===== src/rtl/lane_scroller.sv =====
// Falling-block playfield: LFSR-chosen spawn lanes, one-row scroll per step with a
// stage-shortened step period, and per-lane hit / bad-hit / miss judging on the bottom row.
module lane_scroller #(
  parameter int unsigned LANES          = 4,
  parameter int unsigned DEPTH          = 16,
  parameter int unsigned TICK_W         = 16,
  parameter int unsigned INIT_PERIOD    = 500,
  parameter int unsigned MIN_PERIOD     = 100,
  parameter int unsigned PERIOD_STEP    = 50,
  parameter int unsigned ROWS_PER_STAGE = 15,
  parameter int unsigned SPAWN_GAP      = 5,
  parameter logic [15:0] SEED           = 16'hACE1
) (
  input  logic                     system_clk,
  input  logic                     rst,
  input  logic                     run,
  input  logic                     clear,
  input  logic [LANES-1:0]         hit,
  output logic [LANES*DEPTH-1:0]   channel,
  output logic                     step,
  output logic [7:0]               stage,
  output logic [TICK_W-1:0]        period,
  output logic [LANES-1:0]         hit_ok,
  output logic [LANES-1:0]         hit_bad,
  output logic [LANES-1:0]         miss
);

  localparam int unsigned LANE_W    = (LANES > 1) ? $clog2(LANES) : 1;
  localparam int unsigned GAP_W     = (SPAWN_GAP > 1) ? $clog2(SPAWN_GAP) : 1;
  localparam int unsigned ROWS_W    = (ROWS_PER_STAGE > 1) ? $clog2(ROWS_PER_STAGE) : 1;
  localparam int unsigned FLD_W     = LANES * DEPTH;
  localparam int unsigned DEC_FLOOR = MIN_PERIOD + PERIOD_STEP;
  localparam logic [15:0] SEED_EFF  = (SEED == 16'd0) ? 16'hACE1 : SEED;
  localparam logic [15:0] LFSR_TAPS = 16'hB400;

  logic [15:0]        r_lfsr;
  logic [TICK_W-1:0]  r_tick;
  logic [TICK_W-1:0]  r_period;
  logic [GAP_W-1:0]   r_gap;
  logic [ROWS_W-1:0]  r_rows;
  logic [7:0]         r_stage;
  logic [FLD_W-1:0]   r_field;
  logic               r_step;
  logic [LANES-1:0]   r_hit_ok;
  logic [LANES-1:0]   r_hit_bad;
  logic [LANES-1:0]   r_miss;

  logic               w_step;
  logic               w_stage_adv;
  logic               w_spawn;
  logic [LANE_W-1:0]  w_spawn_lane;
  logic [LANES-1:0]   w_bottom;
  logic [LANES-1:0]   w_hit_ok;
  logic [LANES-1:0]   w_hit_bad;
  logic [LANES-1:0]   w_miss;
  logic [FLD_W-1:0]   w_field_nxt;
  logic [TICK_W-1:0]  w_period_dec;
  logic [GAP_W-1:0]   w_gap_nxt;
  logic [ROWS_W-1:0]  w_rows_nxt;
  logic [7:0]         w_stage_nxt;

  assign w_step       = run && (r_tick == (r_period - TICK_W'(1)));
  assign w_stage_adv  = w_step && (r_rows == ROWS_W'(ROWS_PER_STAGE - 1));
  assign w_spawn      = (r_gap == '0);
  assign w_spawn_lane = r_lfsr[LANE_W-1:0];
  assign w_gap_nxt    = (r_gap == GAP_W'(SPAWN_GAP - 1)) ? '0 : r_gap + GAP_W'(1);
  assign w_rows_nxt   = w_stage_adv ? '0 : r_rows + ROWS_W'(1);
  assign w_stage_nxt  = (r_stage == 8'hFF) ? r_stage : r_stage + 8'd1;

  // Judge against the pre-step bottom row; a successful hit pre-empts the miss.
  always_comb begin
    w_bottom = '0;
    for (int l = 0; l < int'(LANES); l++) begin
      w_bottom[l] = r_field[l*DEPTH + DEPTH - 1];
    end
  end

  assign w_hit_ok  = {LANES{run}} & hit & w_bottom;
  assign w_hit_bad = {LANES{run}} & hit & ~w_bottom;
  assign w_miss    = {LANES{w_step}} & w_bottom & ~hit;

  // Period shrink, clamped at the floor without wrapping below zero.
  always_comb begin
    w_period_dec = TICK_W'(MIN_PERIOD);
    if (32'(r_period) >= DEC_FLOOR) begin
      w_period_dec = r_period - TICK_W'(PERIOD_STEP);
    end
  end

  always_comb begin
    w_field_nxt = r_field;
    for (int l = 0; l < int'(LANES); l++) begin
      if (w_step) begin
        for (int r = int'(DEPTH) - 1; r > 0; r--) begin
          w_field_nxt[l*DEPTH + r] = r_field[l*DEPTH + r - 1];
        end
        w_field_nxt[l*DEPTH] = w_spawn && (w_spawn_lane == LANE_W'(l));
      end else if (w_hit_ok[l]) begin
        w_field_nxt[l*DEPTH + DEPTH - 1] = 1'b0;
      end
    end
  end

  // Spawn-lane source; free-running, unaffected by run or clear.
  always_ff @(posedge system_clk or negedge rst) begin
    if (!rst) begin
      r_lfsr <= SEED_EFF;
    end else begin
      r_lfsr <= {1'b0, r_lfsr[15:1]} ^ (r_lfsr[0] ? LFSR_TAPS : 16'h0000);
    end
  end

  always_ff @(posedge system_clk or negedge rst) begin
    if (!rst) begin
      r_tick    <= '0;
      r_period  <= TICK_W'(INIT_PERIOD);
      r_gap     <= '0;
      r_rows    <= '0;
      r_stage   <= '0;
      r_field   <= '0;
      r_step    <= 1'b0;
      r_hit_ok  <= '0;
      r_hit_bad <= '0;
      r_miss    <= '0;
    end else if (clear) begin
      r_tick    <= '0;
      r_period  <= TICK_W'(INIT_PERIOD);
      r_gap     <= '0;
      r_rows    <= '0;
      r_stage   <= '0;
      r_field   <= '0;
      r_step    <= 1'b0;
      r_hit_ok  <= '0;
      r_hit_bad <= '0;
      r_miss    <= '0;
    end else begin
      r_step    <= w_step;
      r_hit_ok  <= w_hit_ok;
      r_hit_bad <= w_hit_bad;
      r_miss    <= w_miss;
      r_field   <= w_field_nxt;
      if (run) begin
        r_tick <= w_step ? '0 : r_tick + TICK_W'(1);
      end
      if (w_step) begin
        r_gap  <= w_gap_nxt;
        r_rows <= w_rows_nxt;
      end
      if (w_stage_adv) begin
        r_stage  <= w_stage_nxt;
        r_period <= w_period_dec;
      end
    end
  end

  assign channel = r_field;
  assign step    = r_step;
  assign stage   = r_stage;
  assign period  = r_period;
  assign hit_ok  = r_hit_ok;
  assign hit_bad = r_hit_bad;
  assign miss    = r_miss;

endmodule


===== config.mk =====
export PLATFORM = sky130hd
export DESIGN_NAME = lane_scroller
export DESIGN_NICKNAME = d
export VERILOG_FILES = /design/src/rtl/lane_scroller.sv
export SDC_FILE = /design/constraint.sdc
export NUM_CORES = 1
export LEC_CHECK = 0
export ABC_AREA = 1
export BUFFER_PORTS_ARGS = -buffer_cell sky130_fd_sc_hd__buf_2
export CAP_MARGIN = 15
export CORE_AREA = 2 2 125 127
export DETAILED_ROUTE_END_ITERATION = 10
export DIE_AREA = 0 0 127 129
export GPL_ROUTABILITY_DRIVEN = 0
export PLACE_DENSITY = 0.65
export SLEW_MARGIN = 40
export SYNTH_ARGS = -nofsm -noshare
export SYNTH_HDL_FRONTEND = slang
export SYNTH_SLANG_ARGS = --single-unit

===== constraint.sdc =====
create_clock -name system_clk -period 3 [get_ports system_clk]
set_clock_uncertainty 0.1 [all_clocks]
set_input_delay 0.6 -clock system_clk [delete_from_list [all_inputs] [get_ports system_clk]]
set_output_delay 0.6 -clock system_clk [all_outputs]
set_load 0.1 [all_outputs]

==> results by group, run 1 <==
Worst setup path
  – Slowest-stage cell, CP: dfrtp_1
  – Critical path arrival: 2960 ps
  – Startpoint types: register
  – Register-to-Register Path Depth: 16
  – CP Class: register to register
  – CP Data Required Time: 3250 ps
  – Crit path buf inv count: 2
  – Worst path most repeated cell: nand2_1
  – Worst-path maximum fanout: 12
  – Worst setup EP type: register
  – Setup crit start: period[1]$_DFFE_PN0P_
  – Critical path, cell by cell: inv_1 -> ha_1 -> inv_1 -> nand2_1 -> nand2_1 -> nand2_1 -> nand2_1 -> nor2_1 -> nand2_1 -> nor2_1 -> nand3_2 -> nor2_4 -> nand2_2 -> nor2_1 -> nand3_1 -> nand2_1
  – Slowest cell delay on critical path: 400 ps
  – Cell family with most CP delay: simple AND/OR/NAND/NOR gates
  – Reg-to-Reg End: channel[16]$_DFFE_PN0P_
  – Reg-to-Reg Start: period[1]$_DFFE_PN0P_
  – Worst R2R Setup Slack: 290 ps

Floorplanning
  – # rows: 45
  – Core area: 14980 um^2
  – Die Wd: 127 um
  – Overall die area: 16380 um^2
  – IO Count: 109
  – Die Height: 129 um
  – Initial Utilization: 44.29%

STA
  – Slew Limit Fails: 0
  – Setup Total Neg Slack: 0 ps
  – Period Utilization, post-route: 90.27%
  – Final setup viols: 0
  – Peak Freq: 369.2 MHz
  – Minimum hold slack: 10.55 ps
  – Final hold vios: 0
  – Min Tclk post-route: 2708 ps
  – Worst-Margin Slew: 512.9 ps
  – Final setup margin: 291.8 ps
  – Slew HR: 66.04%
  – RSZ-0062 raised after global routing: false

Clock tree
  – Reg clk slew, reported paths: 60 ps
  – Number of CTS-inserted buffers: 17
  – CTS tree: yes
  – Setup Buffers After CTS: 0
  – Post_cts resized: 0
  – Bufs on Longest Clock Path: 2
  – Clock net sink count: 139
  – Root buffer cell: clkbuf_16
  – Clock Latency Late Sink: 420 ps
  – Htree depth: 4
  – Hold Buf Count CTS: 0

Logic synthesis
  – Main synth FF type: dfrtp_1
  – Syn Nets: 831
  – Post-synth ARST share: 100.0%
  – Yosys warns: 0
  – Syn_area_per_cell: 8.130 um^2
  – Area of the mapped netlist: 6634 um^2
  – Synthesized netlist cell count: 816
  – Flops & latches, synth: 139
  – Seq/Total Area, Yosys: 52.70%
  – Distinct cells, synth: 36
  – Post-synth EDFFs: 0

Global route
  – Global-route wire length before repair: 25.03 mm
  – Vias in the first global route: 4982
  – Initial antenna violation count: 0
  – GRT Util Overall: 19.29%
  – GRT overflow: 0
  – Largest net degree at the start of global routing: 58

Power and ir drop
  – Pwr/cell area: 688.2 nW/um^2
  – Leak: 4.419 nW
  – Total power: 5.461 mW
  – Peak VDD IR: 0.4643 mV

Flow run
  – Max Cap Violations: 0

Status
  – Status: finished, final reports clean

Routing
  – Vias after detailed routing: 5458
  – Drc violations: 0
  – Detailed-route wire length per cell: 13.41 um
  – Antenna Violating Nets Remaining: 0
  – Initial DRC Count: 413
  – Final wirelength: 15.14 mm
  – DR pass1 iterations: 4
  – Vias per inst: 4.834

Placement
  – Placed cell area: 7396 um^2
  – Number of port buffers: 107
  – Worst slack at placement: 260.7 ps
  – Placed insts: 1098
  – Final HPWL DP: 10.54 mm

Final layout
  – Cell area after layout: 7935 um^2
  – Fin cells: 1129
  – Share of layout cells above drive strength 1: 20.94%
  – # diodes: 0
  – Area growth syn-to-layout: 19.62%
  – # nets final: 944
  – Final core utilization: 52.98%

Worst hold path
  – Hold WC Path Type: input port to async pin
[how the worst max path moves through the flow]
stage | endpoint | slack (ps) | cells past startpoint
after floorplan | channel[25]$_DFFE_PN0P_ | 30 | 16
after global placement | channel[15]$_DFFE_PN0P_ | 260 | 15
after detailed placement | channel[46]$_DFFE_PN0P_ | 260 | 17
after CTS | channel[15]$_DFFE_PN0P_ | 240 | 17
after global routing | channel[16]$_DFFE_PN0P_ | 4 | 16
final | channel[16]$_DFFE_PN0P_ | 290 | 16
[layer usage]
layer  vias to the layer above  wire length [um]  track usage [%]
met2                       112              7123            29.82
li1                       2772                 -                -
met3                        14               687            5.031
met4                         0               164            5.624
met1                      2560              7167            26.99
met5                         -                 0                0
[report_power, final]
group / switching [mW] / internal, mW
Combinational: 1.11 / 0.352
Clock: 0.841 / 1.08
Sequential: 0.124 / 1.96
[logic make-up after synthesis]
family / count (synthesis) / share of synthesized area (%)
buffers and inverters: 102 / 6.827
AOI/OAI and AO/OA: 49 / 3.942
adders and majority gates: 7 / 1.320
DFF: 139 / 52.70
xor gates and xnor gates: 29 / 3.829
and+or+nand+nor: 489 / 31.33
other: 1 / 0.05653
[synth_stat cells, types with 10 or more instances]
master	count	share of area, %
xor2_1	20	2.6
dfrtp_1	125	47
a21oi_1	10	0.75
nor3_1	19	1.4
nand2_1	320	18
nand4_1	13	1.2
nand3_1	42	3.2
buf_2	13	0.98
dfstp_2	14	5.5
o21ai_0	31	2.3
nor2_2	14	1.3
inv_1	71	4.0
nor2_1	59	3.3
[cell usage in the layout (no fill, tap or decap), drive strengths merged]
master	n
buf	121
nand3b	2
conb	1
nor2	77
o21ai	33
dfrtp	125
o22ai	2
a21oi	10
clkinvlp	4
o21a	2
dfstp	14
clkinv	6
nand4	13
nor3b	7
nand3	44
nor4	1
inv	78
xnor2	9
nor3	19
ha	7
clkbuf	18
nand2	326
a211oi	1
xor2	20
o21bai	1
[state kept, by name, summed over array words and instances, names as in the netlist]
signal	cells
r_tick	16
stage	8
hit_bad	4
r_rows	4
channel	64
miss	4
hit_ok	4
period	15
step	1
r_gap	3
r_lfsr	16
[area by class of cell]
class	instances	area [um^2]
clock buffers	18	439.2
clock inverters	13	96.34
fillers	1435	7042
inverters	75	286.5
multi-input cells	575	2685
flip-flops and latches	139	3496
well taps	188	235.2
repair buffers	121	696.9
No activity file was read; power rests on OpenSTA's default activity.
==> run 2: changes to the inputs <==
- REMOVE_ABC_BUFFERS: not set -> 1
==> results by group, run 2 (synthesized netlist as in run 1, its figures left out) <==
Global route
  – Vias in the first global route: 5139 (+3.2%)
  – Global-route wire length before repair: 25.90 mm (+3.4%)
  – Largest net degree at the start of global routing: 73 (+26%)
  – GRT overflow: 0 (unchanged)
  – GRT Util Overall: 20.10% (+0.81 points)
  – Initial antenna violation count: 1 (+1)

Final layout
  – # nets final: 949 (+0.53%)
  – Cell area after layout: 7961 um^2 (+0.33%)
  – # diodes: 0 (unchanged)
  – Area growth syn-to-layout: 20.01%
  – Most common cell after layout, fill and taps aside: nand2_1
  – Largest register FFs: 64 (unchanged)
  – Final core utilization: 53.16% (+0.18 points)
  – Multi-input logic area: 2691 um^2 (+0.23%)
  – Most frequent cells in the layout: nand2_1, dfrtp_1, buf_2, inv_1, nor2_1
  – Share of layout cells above drive strength 1: 21.33% (+0.40 points)
  – # fillers: 1440 (+0.35%)
  – Reg area: 3496 um^2 (unchanged)

STA
  – RSZ-0062 raised after global routing: false
  – Slew HR: 58.28% (-7.8 points)
  – Period Utilization, post-route: 88.44% (-1.8 points)
  – Final setup viols: 0 (unchanged)
  – Slew Limit Fails: 0 (unchanged)
  – Min Tclk post-route: 2653 ps (-55.11 ps)
  – Peak Freq: 376.9 MHz (+2.1%)
  – Final hold vios: 0 (unchanged)
  – Worst-Margin Slew: 625.8 ps (+113.0 ps)
  – Final setup margin: 346.9 ps (+55.11 ps)

Worst hold path
  – Hold WC Path Type: input port to async pin

Power and ir drop
  – Pwr/cell area: 693.2 nW/um^2 (+0.72%)
  – Power share of the sequential group: 37.7% (-0.4 points)
  – Switch share: 38.17% (+0.23 points)
  – P_int: 3.412 mW (+0.68%)
  – Switching Power: 2.107 mW (+1.7%)
  – Peak VDD IR: 0.3647 mV (-21%)
  – Total power: 5.519 mW (+1.1%)
  – Combinational power share: 26.5% (-0.2 points)
  – Clock Power Share: 35.8% (+0.7 points)
  – Leak: 4.436 nW (+0.39%)

Floorplanning
  – Die Wd: 127 um (unchanged)
  – Overall die area: 16380 um^2 (unchanged)
  – Core area: 14980 um^2 (unchanged)
  – Initial Utilization: 44.29% (unchanged)
  – Die Height: 129 um (unchanged)
  – # rows: 45 (unchanged)
  – IO Count: 109 (unchanged)

Worst setup path
  – Critical path arrival: 2920 ps (-40 ps)
  – CP Class: register to register
  – Startpoint types: register
  – Worst setup EP type: register
  – Worst-path maximum fanout: 11 (-1)
  – CP Data Required Time: 3260 ps (about the same)

Routing
  – Antenna Violating Nets Remaining: 0 (unchanged)
  – Vias after detailed routing: 5525 (+1.2%)
  – Final wirelength: 15.73 mm (+3.9%)
  – Drc violations: 0 (unchanged)
  – Detailed-route wire length per cell: 13.86 um (+3.3%)
  – Vias per inst: 4.868 (+0.69%)
  – DR pass1 iterations: 4 (unchanged)
  – Initial DRC Count: 299 (-28%)

Placement
  – Worst slack at placement: 124.2 ps (-136.4 ps)
  – Number of port buffers: 107 (unchanged)
  – Placed cell area: 7401 um^2 (about the same)
  – Final HPWL DP: 11.11 mm (+5.5%)

Clock tree
  – Post_cts resized: 0 (unchanged)
  – Reg clk slew, reported paths: 60 ps (about the same)
  – Clock Latency Late Sink: 420 ps (about the same)
  – Root buffer cell: clkbuf_16
  – Hold Buf Count CTS: 0 (unchanged)
  – CTS tree: yes
  – Setup Buffers After CTS: 0 (unchanged)
  – Clock net sink count: 139 (unchanged)
  – Htree depth: 4 (unchanged)
  – Number of CTS-inserted buffers: 17 (unchanged)
  – Bufs on Longest Clock Path: 2 (unchanged)

Status
  – Status: finished, final reports clean

Flow run
  – Max Cap Violations: 0 (unchanged)
[run 2: final cells by class]
type | count | share of cell area [%]
Clock buffer | 19 | 5.563
Clock inverter | 13 | 1.352
Inverter | 75 | 3.552
Multi-Input combinational cell | 576 | 33.80
Sequential cell | 139 | 43.91
Tap cell | 188 | 2.955
Timing Repair Buffer | 125 | 8.864
[run 2: per-layer routing]
| metal | global-route usage (%) | share of wire (%) | up-vias |
|---|---|---|---|
| met5 | 0 | 0.083 | - |
| met4 | 6.529 | 1.3 | 2 |
| met3 | 7.277 | 6.7 | 13 |
| met2 | 30.52 | 44 | 121 |
| met1 | 27.06 | 48 | 2607 |
| li1 | - | - | 2782 |
[run 2: worst max-delay path, stage by stage (launching register included)]
cell and delay [ps]:
dfstp_2 560, inv_1 60, ha_1 290, inv_1 50
nand2_1 80, nand3_1 70, nor2_1 150, nand3_1 90
nor2_1 110, nand3_2 130, nor2_4 190, nand2_2 90
buf_4 190, nor2_1 220, nand3_1 130, nand2_1 80
[run 2: per-stage QoR]
stage	std cells	TNS [ps]	hold WS (ps)
after floorplan	789	-31490	204.4
after global placement	1102	0	233.4
after detailed placement	1102	0	234.7
after CTS	1134	0	92.92
after global routing	1135	0	119.9
final	1135	0	73.13
[run 2: power groups by stage]
stage	Sequential, mW	Clock (mW)	Combinational [mW]
2_1_floorplan	2.54	0	0.700
3_3_place_gp	2.11	0	1.46
3_5_place_dp	2.11	0	1.46
4_1_cts	2.08	2.00	1.47
5_1_grt	2.09	2.09	1.61
6_report	2.08	1.97	1.47
[run 2: path summary, 6_finish.rpt]
path	from	end	slack, ps	cells after the start
worst max-delay path	period[2]$_DFFE_PN1P_	channel[32]$_DFFE_PN0P_	350	15
worst min-delay path	rst	period[1]$_DFFE_PN0P_	70	1
worst max register to register	period[2]$_DFFE_PN1P_	channel[32]$_DFFE_PN0P_	350	15
worst min register to register	r_lfsr[4]$_DFF_PN0_	r_lfsr[3]$_DFF_PN0_	250	0
max in group asynchronous	rst	r_tick[14]$_DFFE_PN0P_	1970	2
min in group system_clk	hit[3]	miss[3]$_DFF_PN0_	240	2
